File: src/rtl/retro_memory_pkg.sv
`default_nettype none
// ============================================================================
// retro_memory_pkg : shared types and round-robin helper for the memory arbiter
// Revision 1.0
// ============================================================================
package retro_memory_pkg;

    typedef enum logic [1:0] {
        IDLE = 2'd0,
        BUSY = 2'd1,
        ACK  = 2'd2
    } arb_state_t;

    localparam int unsigned c_MAX_REQ = 8;

    // First set bit of vec scanning ptr, ptr+1, ... modulo n; 0 when vec is empty.
    function automatic int unsigned rr_next(
        input logic [c_MAX_REQ-1:0] vec,
        input int unsigned          ptr,
        input int unsigned          n
    );
        int unsigned idx;
        int unsigned win;
        logic        found;
        win   = 0;
        found = 1'b0;
        for (int unsigned k = 0; k < c_MAX_REQ; k++) begin
            idx = ptr + k;
            if (idx >= n) begin
                idx = idx - n;
            end
            if ((k < n) && !found && vec[idx[2:0]]) begin
                win   = idx;
                found = 1'b1;
            end
        end
        return win;
    endfunction

endpackage
`default_nettype wire

File: src/rtl/retro_rr_picker.sv
`default_nettype none
// ============================================================================
// retro_rr_picker : combinational round-robin winner selection
// Revision 1.0
// ============================================================================
module retro_rr_picker #(
    parameter int Requesters = 4
) (
    input  logic [Requesters-1:0]         req_i,
    input  logic [$clog2(Requesters)-1:0] ptr_i,
    output logic [$clog2(Requesters)-1:0] winner_o,
    output logic                          any_o
);
    import retro_memory_pkg::*;

    localparam int c_GW = $clog2(Requesters);

    logic [c_MAX_REQ-1:0] w_vec;

    always_comb begin
        w_vec                 = '0;
        w_vec[Requesters-1:0] = req_i;
    end

    assign winner_o = c_GW'(rr_next(w_vec, 32'(ptr_i), Requesters));
    assign any_o    = |req_i;

endmodule
`default_nettype wire

File: src/rtl/retro_memory_arbiter.sv
`default_nettype none
// ============================================================================
// retro_memory_arbiter : round-robin sharing of one HyperRAM controller port
// Revision 1.0
// ============================================================================
module retro_memory_arbiter #(
    parameter int Requesters      = 4,
    parameter int AddressBusWidth = 16,
    parameter int DataBusWidth    = 8
) (
    input  logic                                  Clk_i,
    input  logic                                  Reset_i,
    input  logic [Requesters-1:0]                 ReqValid_i,
    input  logic [Requesters-1:0]                 ReqWrite_i,
    input  logic [Requesters*AddressBusWidth-1:0] ReqAddress_i,
    input  logic [Requesters*DataBusWidth-1:0]    ReqData_i,
    output logic [Requesters-1:0]                 ReqAck_o,
    output logic [DataBusWidth-1:0]               ReqRData_o,
    output logic                                  MemValid_o,
    output logic                                  MemWrite_o,
    output logic [AddressBusWidth-1:0]            MemAddress_o,
    output logic [DataBusWidth-1:0]               MemWData_o,
    input  logic                                  MemReady_i,
    input  logic [DataBusWidth-1:0]               MemRData_i,
    output logic [$clog2(Requesters)-1:0]         Grant_o
);
    import retro_memory_pkg::*;

    localparam int c_GW = $clog2(Requesters);

    arb_state_t                 state_q, state_d;
    logic [c_GW-1:0]            ptr_q, ptr_d;
    logic [c_GW-1:0]            grant_q, grant_d;
    logic                       mem_valid_q, mem_valid_d;
    logic                       mem_write_q, mem_write_d;
    logic [AddressBusWidth-1:0] mem_addr_q, mem_addr_d;
    logic [DataBusWidth-1:0]    mem_wdata_q, mem_wdata_d;
    logic [Requesters-1:0]      ack_q, ack_d;
    logic [DataBusWidth-1:0]    rdata_q, rdata_d;

    logic [c_GW-1:0]            w_win;
    logic                       w_any;
    logic [AddressBusWidth-1:0] w_sel_addr;
    logic [DataBusWidth-1:0]    w_sel_data;

    retro_rr_picker #(
        .Requesters (Requesters)
    ) u_picker (
        .req_i    (ReqValid_i),
        .ptr_i    (ptr_q),
        .winner_o (w_win),
        .any_o    (w_any)
    );

    always_comb begin
        w_sel_addr = '0;
        w_sel_data = '0;
        for (int i = 0; i < Requesters; i++) begin
            if (w_win == c_GW'(i)) begin
                w_sel_addr = ReqAddress_i[i*AddressBusWidth +: AddressBusWidth];
                w_sel_data = ReqData_i[i*DataBusWidth +: DataBusWidth];
            end
        end
    end

    always_comb begin
        state_d     = state_q;
        ptr_d       = ptr_q;
        grant_d     = grant_q;
        mem_valid_d = mem_valid_q;
        mem_write_d = mem_write_q;
        mem_addr_d  = mem_addr_q;
        mem_wdata_d = mem_wdata_q;
        rdata_d     = rdata_q;
        ack_d       = '0;
        case (state_q)
            IDLE: begin
                if (w_any) begin
                    grant_d     = w_win;
                    mem_valid_d = 1'b1;
                    mem_write_d = ReqWrite_i[w_win];
                    mem_addr_d  = w_sel_addr;
                    mem_wdata_d = w_sel_data;
                    state_d     = BUSY;
                end
            end
            BUSY: begin
                // ReqValid is deliberately ignored here so a withdrawn request still completes.
                if (MemReady_i) begin
                    mem_valid_d    = 1'b0;
                    ack_d[grant_q] = 1'b1;
                    rdata_d        = MemRData_i;
                    ptr_d          = (grant_q == c_GW'(Requesters - 1)) ? '0 : grant_q + 1'b1;
                    state_d        = ACK;
                end
            end
            ACK: begin
                state_d = IDLE;
            end
            default: begin
                state_d = IDLE;
            end
        endcase
    end

    always_ff @(posedge Clk_i) begin
        if (Reset_i) begin
            state_q     <= IDLE;
            ptr_q       <= '0;
            grant_q     <= '0;
            mem_valid_q <= 1'b0;
            mem_write_q <= 1'b0;
            mem_addr_q  <= '0;
            mem_wdata_q <= '0;
            ack_q       <= '0;
            rdata_q     <= '0;
        end else begin
            state_q     <= state_d;
            ptr_q       <= ptr_d;
            grant_q     <= grant_d;
            mem_valid_q <= mem_valid_d;
            mem_write_q <= mem_write_d;
            mem_addr_q  <= mem_addr_d;
            mem_wdata_q <= mem_wdata_d;
            ack_q       <= ack_d;
            rdata_q     <= rdata_d;
        end
    end

    assign ReqAck_o     = ack_q;
    assign ReqRData_o   = rdata_q;
    assign MemValid_o   = mem_valid_q;
    assign MemWrite_o   = mem_write_q;
    assign MemAddress_o = mem_addr_q;
    assign MemWData_o   = mem_wdata_q;
    assign Grant_o      = grant_q;

endmodule
`default_nettype wire

File: config.mk
export PLATFORM = sky130hd
export DESIGN_NAME = retro_memory_arbiter
export DESIGN_NICKNAME = d
export VERILOG_FILES = /design/src/rtl/retro_memory_pkg.sv /design/src/rtl/retro_rr_picker.sv /design/src/rtl/retro_memory_arbiter.sv
export SDC_FILE = /design/constraint.sdc
export NUM_CORES = 1
export LEC_CHECK = 0
export BUFFER_PORTS_ARGS = -buffer_cell sky130_fd_sc_hd__buf_2
export CAP_MARGIN = 20
export CORE_ASPECT_RATIO = 2
export CORE_UTILIZATION = 40
export CTS_BUF_LIST = sky130_fd_sc_hd__clkbuf_4 sky130_fd_sc_hd__clkbuf_8
export CTS_CLUSTER_DIAMETER = 200
export DETAILED_ROUTE_END_ITERATION = 10
export GPL_TIMING_DRIVEN = 0
export PLACE_DENSITY = 0.84
export SYNTH_ARGS = -nofsm -noshare
export SYNTH_HDL_FRONTEND = slang
export SYNTH_SLANG_ARGS = --single-unit
File: constraint.sdc
create_clock -name Clk_i -period 2.3 [get_ports Clk_i]
set_input_delay 0.46 -clock Clk_i [delete_from_list [all_inputs] [get_ports Clk_i]]
set_output_delay 0.46 -clock Clk_i [all_outputs]
set_load 0.1 [all_outputs]
==> summary.txt, run 1 <==
Place
  – Post-detail-place hpwl: between 5 and 6 mm
  – RD Place Congestion: slightly above 0.8
  – Port Buffers: approximately 150

Setup path
  – Worst Path Max Fanout: 10
  – Setup crit start kind: register
  – Worst EP required: approximately 2500 ps
  – Worst EP arrival: approximately 2200 ps
  – Worst-case reg-to-reg path depth: 6
  – R2r endpoint: MemAddress_o[2]$_SDFFE_PP0P_
  – Worst R2R Start: ptr_q[1]$_SDFFE_PP0P_
  – Crit. Startpoint: ptr_q[1]$_SDFFE_PP0P_
  – Setup crit end kind: register
  – Crit path kind: reg2reg
  – FF-to-FF setup slack: about 300 ps

Worst hold path
  – Hold EP: MemAddress_o[6]$_SDFFE_PP0P_
  – Worst Hold Depth: 3
  – Hold Crit Start: ReqAddress_i[54]
  – Hold Path Class: in2reg

Synth
  – Sequential-to-total area share from yosys stat: 0.397
  – Top cell type's share of synthesized area: 0.397
  – Synth warnings: 0
  – Post-synth EDFFs: 0
  – Yosys reg bits: 44
  – Mapped cell area: about 2200 um^2
  – Distinct cells, synth: 30
  – Synth Net Count: 348
  – Avg Inst Size Synth: ~9.7 um^2
  – Post-Syn Instances: 229
  – Leading area contributor after synthesis: dfxtp_1
  – Most frequent cells after synthesis: 44 x dfxtp_1, 38 x mux2i_1, 23 x nand3_1
  – Synth Flop Type: dfxtp_1
  – Top cells by area, synth: dfxtp_1 40%, mux2i_1 17%, a32oi_1 8.7%
  – Ys async rst share: 0
  – Most common cell in the netlist: dfxtp_1

Status
  – Outcome: finished, final reports clean

Timing
  – Setup TNS: 0 ps
  – Final min period: approximately 2000 ps
  – Slew Limit Fails: 0
  – Worst slew pin tran: between 600 and 700 ps
  – Final Cycle Share: 0.871
  – Worst Skew: approximately 7.4 ps
  – RSZ-0062 raised after global routing: no
  – Setup-failing EPs final: 0
  – FMAX: roughly 0.5 GHz
  – Final hold vios: 0
  – Max-slew headroom: 0.589

Clock tree
  – Clock latency on the worst-skew pair: about 300 ps
  – Clk slew on worst S/H paths: around 90 ps
  – Postcts setup bufs: 0
  – Cells resized by post-CTS repair: 0
  – Largest buffer count on any clock path: 2
  – Inserted Clock Buffers: 5
  – CTS H-tree lvls: 2
  – TritonCTS clock tree: built
  – Clk root buf: clkbuf_8
  – CTS Hold Bufs: 0
  – CTS sink count: 44

Route
  – Vias per cell: ~5.4
  – Final wirelength: slightly above 7 mm
  – Total iterations of the first detailed-routing run: 4
  – Initial DRC Count: 56
  – WL/cell: roughly 16 um
  – DRC errors left: 0
  – Vias: roughly 2,400
  – Routed Antenna Nets: 0

Layout
  – Layout Nets: around 500
  – Ratio of cells with drive above 1 in the final layout: 0.458
  – Layout Area Growth over Synthesis: 43.1%
  – Antenna Cells: 0

Die
  – Num ports: 155
  – Core Box Area: ~5400 um^2
  – Chip width: 54.7 um
  – Rows: 38
  – Total die area: a little under 6000 um^2
  – Die height: approximately 110 um
  – Initial Util: 0.413

GRT
  – Gr ovfl total: 0
  – Largest net degree at the start of global routing: 14
  – Gr usage total: 0.239
  – First-pass GRT wire length: around 10 mm
  – Initial antenna violation count: 0
  – Vias in the first global route: approximately 2,400

Pwr
  – Power Density: 785 nW/um^2
  – Final Power: about 2500 uW
  – VDD IR max: 0.520 mV
  – Leakage Power: 0.00153 uW

Flow run
  – Max-cap violation count: 0
==> registers in the layout, summed over array words and instances, names as in the netlist <==
register      count
Grant_o           2
MemAddress_o     16
MemValid_o        1
MemWData_o        8
MemWrite_o        1
ReqAck_o          4
ReqRData_o        8
ptr_q             2
state_q           2
==> worst max path at each step <==
| stage | endpoint | slack, ps | cells after the start |
|---|---|---|---|
| 5_1_grt | MemAddress_o[14]$_SDFFE_PP0P_ | 70 | 6 |
| 3_5_place_dp | MemAddress_o[2]$_SDFFE_PP0P_ | 150 | 7 |
| 4_1_cts | MemAddress_o[2]$_SDFFE_PP0P_ | 250 | 6 |
| 6_report | MemAddress_o[2]$_SDFFE_PP0P_ | 300 | 6 |
| 2_1_floorplan | MemAddress_o[0]$_SDFFE_PP0P_ | 510 | 6 |
| 3_3_place_gp | MemWData_o[6]$_SDFFE_PP0P_ | 130 | 7 |
==> where the power goes <==
part	switching [uW]	total [uW]	internal [uW]
logic	773	1010	241
clock network	258	593	334
registers	46.5	887	841
==> layout by cell type (no fill, tap or decap), types with 3 or more instances in the layout <==
cell	synthesis	routed
a21oi_1	6	6
a32oi_1	22	22
and2_1	4	4
buf_2	7	161
clkbuf_1	9	9
clkbuf_8	0	5
dfxtp_1	44	44
ha_1	4	4
inv_1	4	4
mux2i_1	38	38
nand2_1	3	3
nand3_1	23	23
nand3b_1	4	4
nor2_1	17	17
nor3_1	3	3
o211ai_1	21	21
o221ai_1	3	3
==> area by class of cell <==
cell class | instances | area [um^2]
fill | 489 | 2200
multi-input combinational | 162 | 1230
sequential | 44 | 881
timing repair buffer | 154 | 771
buffer | 19 | 95.1
clock buffer | 6 | 76.3
tap | 60 | 75.1
clock inverter | 2 | 35.0
inverter | 4 | 15.0
==> logic make-up (layout without fill, tap and decap cells) <==
group / after synthesis / in the layout / synth area share
simple gates: 64 / 64 / 0.159
mux: 38 / 38 / 0.171
buf+inv: 23 / 185 / 0.0496
compound gates: 56 / 56 / 0.200
flops: 44 / 44 / 0.397
fa+ha+maj: 4 / 4 / 0.0226
==> metrics by stage <==
step                      instances  utilization  hold WS, ps  setup WS, ps  instance area (um^2)
final                           451        0.591          391           296                  3180
after CTS                       451        0.591          385           247                  3180
after global routing            451        0.591          395          67.1                  3180
after detailed placement        443        0.570          463           146                  3060
after global placement          443        0.570          451           127                  3060
after floorplan                 229            -          496           506                  2220
==> metal layers <==
metal  vias up  part of all wire  global-route usage
met5         -                 0                   0
met4         0             0.020              0.0861
met3        14             0.064              0.0452
met2       100              0.57               0.465
met1      1119              0.35               0.221
li1       1199                 -                   -
==> critical path, cell delays in order, from the launching register on <==
cell and delay, ps:
dfxtp_1 400, mux2i_1 200, nor2_1 90, nor4_4 520, clkbuf_1 450, nand3_1 160
o211ai_1 120
Power figures use the tool's default switching activity.
==> run 2, diff against run 1 <==
Settings changed: ABC_AREA set to 1, PLACE_DENSITY 0.84 to 0.79.
==> summary.txt, run 2 <==
Status
  – Outcome: finished, final reports clean

Clock tree
  – CTS Hold Bufs: 0
  – Clock latency on the worst-skew pair: roughly 310 ps
  – Clk slew on worst S/H paths: 90 ps
  – Inserted Clock Buffers: 5
  – Largest buffer count on any clock path: 2
  – TritonCTS clock tree: built
  – CTS H-tree lvls: 2
  – CTS sink count: between 40 and 50
  – Clk root buf: clkbuf_8

Die
  – Num ports: approximately 160
  – Die height: about 120 um
  – Core Box Area: slightly below 7000 um^2
  – Total die area: ~7600 um^2
  – Initial Util: 0.416
  – Chip width: 62.1 um
  – Rows: 43

Timing
  – Final min period: about 2200 ps
  – Final Cycle Share: 0.939
  – Slew Limit Fails: 0
  – Max-slew headroom: 0.439
  – Setup TNS: 0 ps
  – Worst slew pin tran: 835 ps
  – FMAX: 0.463 GHz
  – Setup-failing EPs final: 0
  – Final hold vios: 0
  – Worst Skew: roughly 4.5 ps

Route
  – Final wirelength: ~9 mm
  – Vias per cell: about 4.9
  – Initial DRC Count: 178
  – Routed Antenna Nets: 0
  – DRC errors left: 0
  – WL/cell: about 13 um
  – Total iterations of the first detailed-routing run: 4
  – Vias: around 3,400

GRT
  – First-pass GRT wire length: roughly 14 mm
  – Vias in the first global route: 3,128
  – Gr ovfl total: 0
  – Initial antenna violation count: 0
  – Gr usage total: 0.246
  – Largest net degree at the start of global routing: 16

Place
  – RD Place Congestion: roughly 0.85
  – Post-detail-place hpwl: around 7 mm
  – Port Buffers: around 150
  – DP Area: 3770 um^2

Pwr
  – VDD IR max: ~0.68 mV
  – Power Density: 889 nW/um^2
  – Leakage Power: between 0.002 and 0.0025 uW

Layout
  – Antenna Cells: 0
  – Most common cell after layout, fill and taps aside: buf_2
  – Max reg flops: 16
  – Layout Area Growth over Synthesis: 36.9%
  – Design area: ~4000 um^2
  – Layout Nets: about 730
  – Layout Utilization: 0.569
  – Most frequent cells in the layout: 156 x buf_2, 154 x nand2_1, 53 x inv_1
  – Ratio of cells with drive above 1 in the final layout: 0.373

Synth
  – Post-synth EDFFs: 0
  – Most frequent cells after synthesis: 155 x nand2_1, 53 x inv_1, 44 x dfxtp_1
  – Xor/xnor share of the synthesized area: 0
  – Largest family of logic cells by synthesized area: simple AND/OR/NAND/NOR gates
  – Synth warnings: 0
  – Multiplexer share of the synthesized area: 0
  – Synth Area in Simple Gates: 0.396
  – Leading area contributor after synthesis: dfxtp_1
  – Top cell type's share of synthesized area: 0.305
  – Synth Net Count: ~570
  – Post-Syn Instances: 447
  – Distinct cells, synth: 32
  – Mapped cell area: about 2900 um^2
  – Most common cell in the netlist: nand2_1
  – Synth Flop Type: dfxtp_1
  – Yosys reg bits: 44
  – Ys async rst share: 0
  – Top cells by area, synth: dfxtp_1 31%, nand2_1 20%, inv_1 6.9%
  – Avg Inst Size Synth: 6.45 um^2
  – Sequential-to-total area share from yosys stat: 0.305
  – Synthesized-area fraction occupied by adder cells: 0.0173
  – Synth Area in Compound Gates: 0.161

Setup path
  – Crit path kind: reg2reg
  – Buf+Inv Stages, Crit Path: 4
  – Worst EP required: between 2000 and 2500 ps
  – CP cell instances: inv_2 -> nand2_1 -> nand2_1 -> nand2_1 -> nand2_1 -> nand2_1 -> inv_2 -> nand3_4 -> nand3_4 -> nand2_2 -> buf_4 -> o21ai_0 -> inv_1 -> nand2_1 -> a21oi_1
  – Most used cell, CP: nand2_1
  – Setup crit start kind: register
  – Worst EP arrival: 2340 ps
  – CP max stage delay: ~350 ps
  – Largest delay share family, worst path: simple AND/OR/NAND/NOR gates
  – Max stage delay cell, worst path: dfxtp_2
  – Worst Path Max Fanout: 10
  – Setup crit end kind: register

Flow run
  – Max-cap violation count: 0

Worst hold path
  – Hold Path Class: in2reg
-- run 2: worst paths after layout --
kind / startpoint / to / slack (ps) / depth (start not counted)
worst max-delay path: ptr_q[1]$_SDFFE_PP0P_ / MemWData_o[1]$_SDFFE_PP0P_ / 140 / 15
worst min-delay path: Reset_i / state_q[1]$_SDFFE_PP0P_ / 380 / 2
worst max register to register: ptr_q[1]$_SDFFE_PP0P_ / MemWData_o[1]$_SDFFE_PP0P_ / 140 / 15
worst min register to register: ReqRData_o[6]$_SDFFE_PP0P_ / ReqRData_o[6]$_SDFFE_PP0P_ / 470 / 2
-- run 2: where the power goes --
group	leakage, uW	internal [uW]	total [uW]	switching, uW
Sequential	0.000363	872	932	60.5
Clock	0.0000404	215	503	288
Combinational	0.00175	563	2070	1510
Total	0.00215	1650	3510	1860
-- run 2: cells by family (layout without fill, tap and decap cells) --
logic type               count (synthesis)  count (layout)
AND/OR/NAND/NOR                        239             239
AO/OA/AOI/OAI                           82              82
buffers and inverters                   78             247
flip-flops                              44              44
adder cells (fa/ha/maj)                  4               4
-- run 2: cell type report --
type                       count  area, um^2
buffer                        21         143
tap                           90         113
inverter                      57         214
clock buffer                   5        68.8
multi-input combinational    325        1670
clock inverter                 3        23.8
sequential                    44         883
timing repair buffer         161         836
fill                         677        2990
-- run 2: worst reg2reg max path: stages (launching register included) --
cell and delay (ps):
dfxtp_2 350, inv_2 120, nand2_1 70, nand2_1 180
nand2_1 100, nand2_1 80, nand2_1 80, inv_2 100
nand3_4 110, nand3_4 220, nand2_2 100, buf_4 180
o21ai_0 180, inv_1 60, nand2_1 60, a21oi_1 50
-- run 2: timing repair --
item,CTS,global route
resized for setup,0,14
setup buffers,0,7
setup endpoints to repair,0,25
-- run 2: metrics by stage --
stage	power [uW]	worst slack [ps]	instances	hold slack, ps
2_1_floorplan	2520	409	447	501
3_3_place_gp	2910	40.4	691	450
3_5_place_dp	2950	-12.6	691	452
4_1_cts	3440	58.9	699	367
5_1_grt	3720	-30.2	706	396
6_report	3510	140	706	375
-- run 2: layer usage --
| layer | GRT usage | up-vias | share of wire |
|---|---|---|---|
| met3 | 0.0414 | 20 | 0.040 |
| met1 | 0.243 | 1545 | 0.35 |
| met2 | 0.460 | 111 | 0.58 |
| met4 | 0.115 | 0 | 0.030 |
| met5 | 0 | - | 0 |
| li1 | - | 1757 | - |
==> run 3, diff against run 2 <==
Settings changed: PLACE_DENSITY 0.79 to 0.81, SYNTH_HIERARCHICAL set to 1.
==> summary.txt, run 3 <==
Clock tree
  – CTS sink count: 44
  – Clk slew on worst S/H paths: around 90 ps
  – TritonCTS clock tree: built
  – Clk root buf: clkbuf_8
  – CTS H-tree lvls: 2
  – Largest buffer count on any clock path: 2
  – Clock latency on the worst-skew pair: around 300 ps
  – Inserted Clock Buffers: 5

Pwr
  – VDD IR max: a little over 0.7 mV
  – Leakage Power: 0.00191 uW
  – Power Density: 964 nW/um^2

Timing
  – Final hold vios: 0
  – Final min period: 2120 ps
  – Worst slew pin tran: about 530 ps
  – Setup-failing EPs final: 0
  – Hold_ws: between 400 and 500 ps
  – FMAX: 0.471 GHz
  – RSZ-0062 raised after global routing: no
  – Slew Limit Fails: 0
  – Worst Skew: between 6 and 7 ps
  – Setup TNS: 0 ps
  – Max-slew headroom: 0.650
  – Final Cycle Share: 0.923

Layout
  – Layout Nets: roughly 690
  – Layout Area Growth over Synthesis: 39.0%
  – Design area: 3610 um^2
  – Layout Utilization: 0.573
  – Antenna Cells: 0
  – Most frequent cells in the layout: 159 x buf_2, 107 x nand2_1, 69 x nand3_1
  – Most common cell after layout, fill and taps aside: buf_2
  – Ratio of cells with drive above 1 in the final layout: 0.347
  – Max reg flops: 16

Setup path
  – Worst EP arrival: 2300 ps
  – R2r endpoint: MemAddress_o[5]$_SDFFE_PP0P_
  – Worst Path Max Fanout: 10
  – Crit. Startpoint: ptr_q[0]$_SDFFE_PP0P_
  – Worst R2R Start: ptr_q[0]$_SDFFE_PP0P_
  – FF-to-FF setup slack: around 180 ps
  – Crit path kind: reg2reg
  – Critical Path Sink: MemAddress_o[5]$_SDFFE_PP0P_
  – Setup crit start kind: register
  – Worst-case reg-to-reg path depth: 16
  – Worst EP required: ~2500 ps
  – Setup crit end kind: register

Place
  – Post-detail-place hpwl: approximately 6.9 mm
  – Port Buffers: between 150 and 200
  – DP Area: 3480 um^2
  – RD Place Congestion: a little under 0.9

Route
  – Initial DRC Count: 188
  – Routed Antenna Nets: 0
  – Vias: 3,290
  – Total iterations of the first detailed-routing run: 5
  – DRC errors left: 0
  – Final wirelength: between 8 and 9 mm
  – Vias per cell: between 4 and 5
  – WL/cell: roughly 13 um

Die
  – Total die area: between 6000 and 7000 um^2
  – Chip width: 59.0 um
  – Core Box Area: ~6300 um^2
  – Initial Util: 0.412
  – Die height: roughly 120 um
  – Rows: 41
  – Num ports: between 150 and 200

Flow run
  – Max-cap violation count: 0

Worst hold path
  – Hold Path Class: in2reg

GRT
  – Vias in the first global route: about 3,100
  – Initial antenna violation count: 0
  – First-pass GRT wire length: 13.3 mm
  – Gr ovfl total: 0
  – Largest net degree at the start of global routing: 16
  – Gr usage total: 0.255

Synth
  – Sequential-to-total area share from yosys stat: 0.339
  – Top cell type's share of synthesized area: 0.339
  – Synth Flop Type: dfxtp_1
  – Post-Syn Instances: about 410
  – Mapped cell area: between 2000 and 3000 um^2
  – Most frequent cells after synthesis: 107 x nand2_1, 69 x nand3_1, 46 x nor2_1
  – Avg Inst Size Synth: 6.36 um^2
  – Synth warnings: 6
  – Yosys reg bits: 44
  – Ys async rst share: 0
  – Leading area contributor after synthesis: dfxtp_1
  – Most common cell in the netlist: nand2_1
  – Top cells by area, synth: dfxtp_1 34%, nand2_1 15%, nand3_1 13%
  – Post-synth EDFFs: 0
  – Synth Net Count: ~530
  – Distinct cells, synth: 24

Status
  – Outcome: finished, final reports clean
==> run 3: cell types whose count changed in the layout (fill, tap and decap cells not counted), sizes merged, moves of 2 or more <==
cell,delta
clkinv,-2
inv,-32
nand2,-57
nand3,+24
nand4,-6
nor2,+35
o21ai,-7
or2,+5
==> run 3: logic make-up (layout without fill, tap and decap cells) <==
logic type / count (synthesis) / in the layout / share of synthesized area
buffers and inverters: 49 / 213 / 0.0967
DFF: 44 / 44 / 0.339
and+or+nand+nor: 239 / 239 / 0.404
adders and majority gates: 4 / 4 / 0.0193
AOI/OAI and AO/OA: 73 / 73 / 0.141
==> run 3: cell type report <==
type	instances	area [um^2]
repair buffers	156	786
well taps	86	108
inverters	23	91.3
plain buffers	26	166
clock inverters	3	46.3
flip-flops and latches	44	881
fillers	656	2700
multi-input cells	316	1470
clock buffers	5	68.8
==> run 3: layer usage <==
layer / track usage / vias to the layer above / share of wire
met2: 0.502 / 151 / 0.56
met4: 0.124 / 0 / 0.030
li1: - / 1661 / -
met1: 0.248 / 1460 / 0.36
met3: 0.0335 / 18 / 0.056
met5: 0 / - / 0
==> run 3: power breakdown <==
part | internal [uW] | total [uW] | switching, uW
combinational | 490 | 1940 | 1450
clock | 328 | 614 | 286
sequential | 872 | 929 | 56.7
total | 1690 | 3480 | 1800
==> run 3: critical path, stage by stage, from the launching register on <==
cell	delay, ps
dfxtp_1	350
buf_6	160
inv_6	50
nand2_4	50
nand2_1	60
nand2_1	100
nand2_2	100
nor2_4	130
nand3b_1	90
nand3_1	100
buf_4	190
inv_2	120
buf_4	200
nand3_1	80
nand3_1	70
nand2_1	90
a21oi_1	60
==> run 3: what timing repair did <==
action / 4_1_cts / 5_1_grt
setup buffers: 0 / 2
setup endpoints to repair: 0 / 15
resized for setup: 0 / 6
hold buffers: 0 / 0
==> run 3: worst min-delay path by stage <==
stage	startpoint	to	slack, ps	cells past startpoint
2_1_floorplan	ptr_q[0]$_SDFFE_PP0P_	ptr_q[0]$_SDFFE_PP0P_	480	2
3_3_place_gp	ReqRData_o[5]$_SDFFE_PP0P_	ReqRData_o[5]$_SDFFE_PP0P_	450	2
3_5_place_dp	MemAddress_o[7]$_SDFFE_PP0P_	MemAddress_o[7]$_SDFFE_PP0P_	450	2
4_1_cts	MemRData_i[3]	ReqRData_o[3]$_SDFFE_PP0P_	410	3
5_1_grt	MemRData_i[2]	ReqRData_o[2]$_SDFFE_PP0P_	420	3
6_report	MemRData_i[4]	ReqRData_o[4]$_SDFFE_PP0P_	420	3
==> run 3: through the flow <==
step	setup slack, ps	cells	power, uW
after floorplan	474	409	2430
after global placement	99.3	649	2840
after detailed placement	40.7	649	2860
after CTS	121	657	3470
after global routing	10.4	659	3680
final	178	659	3480
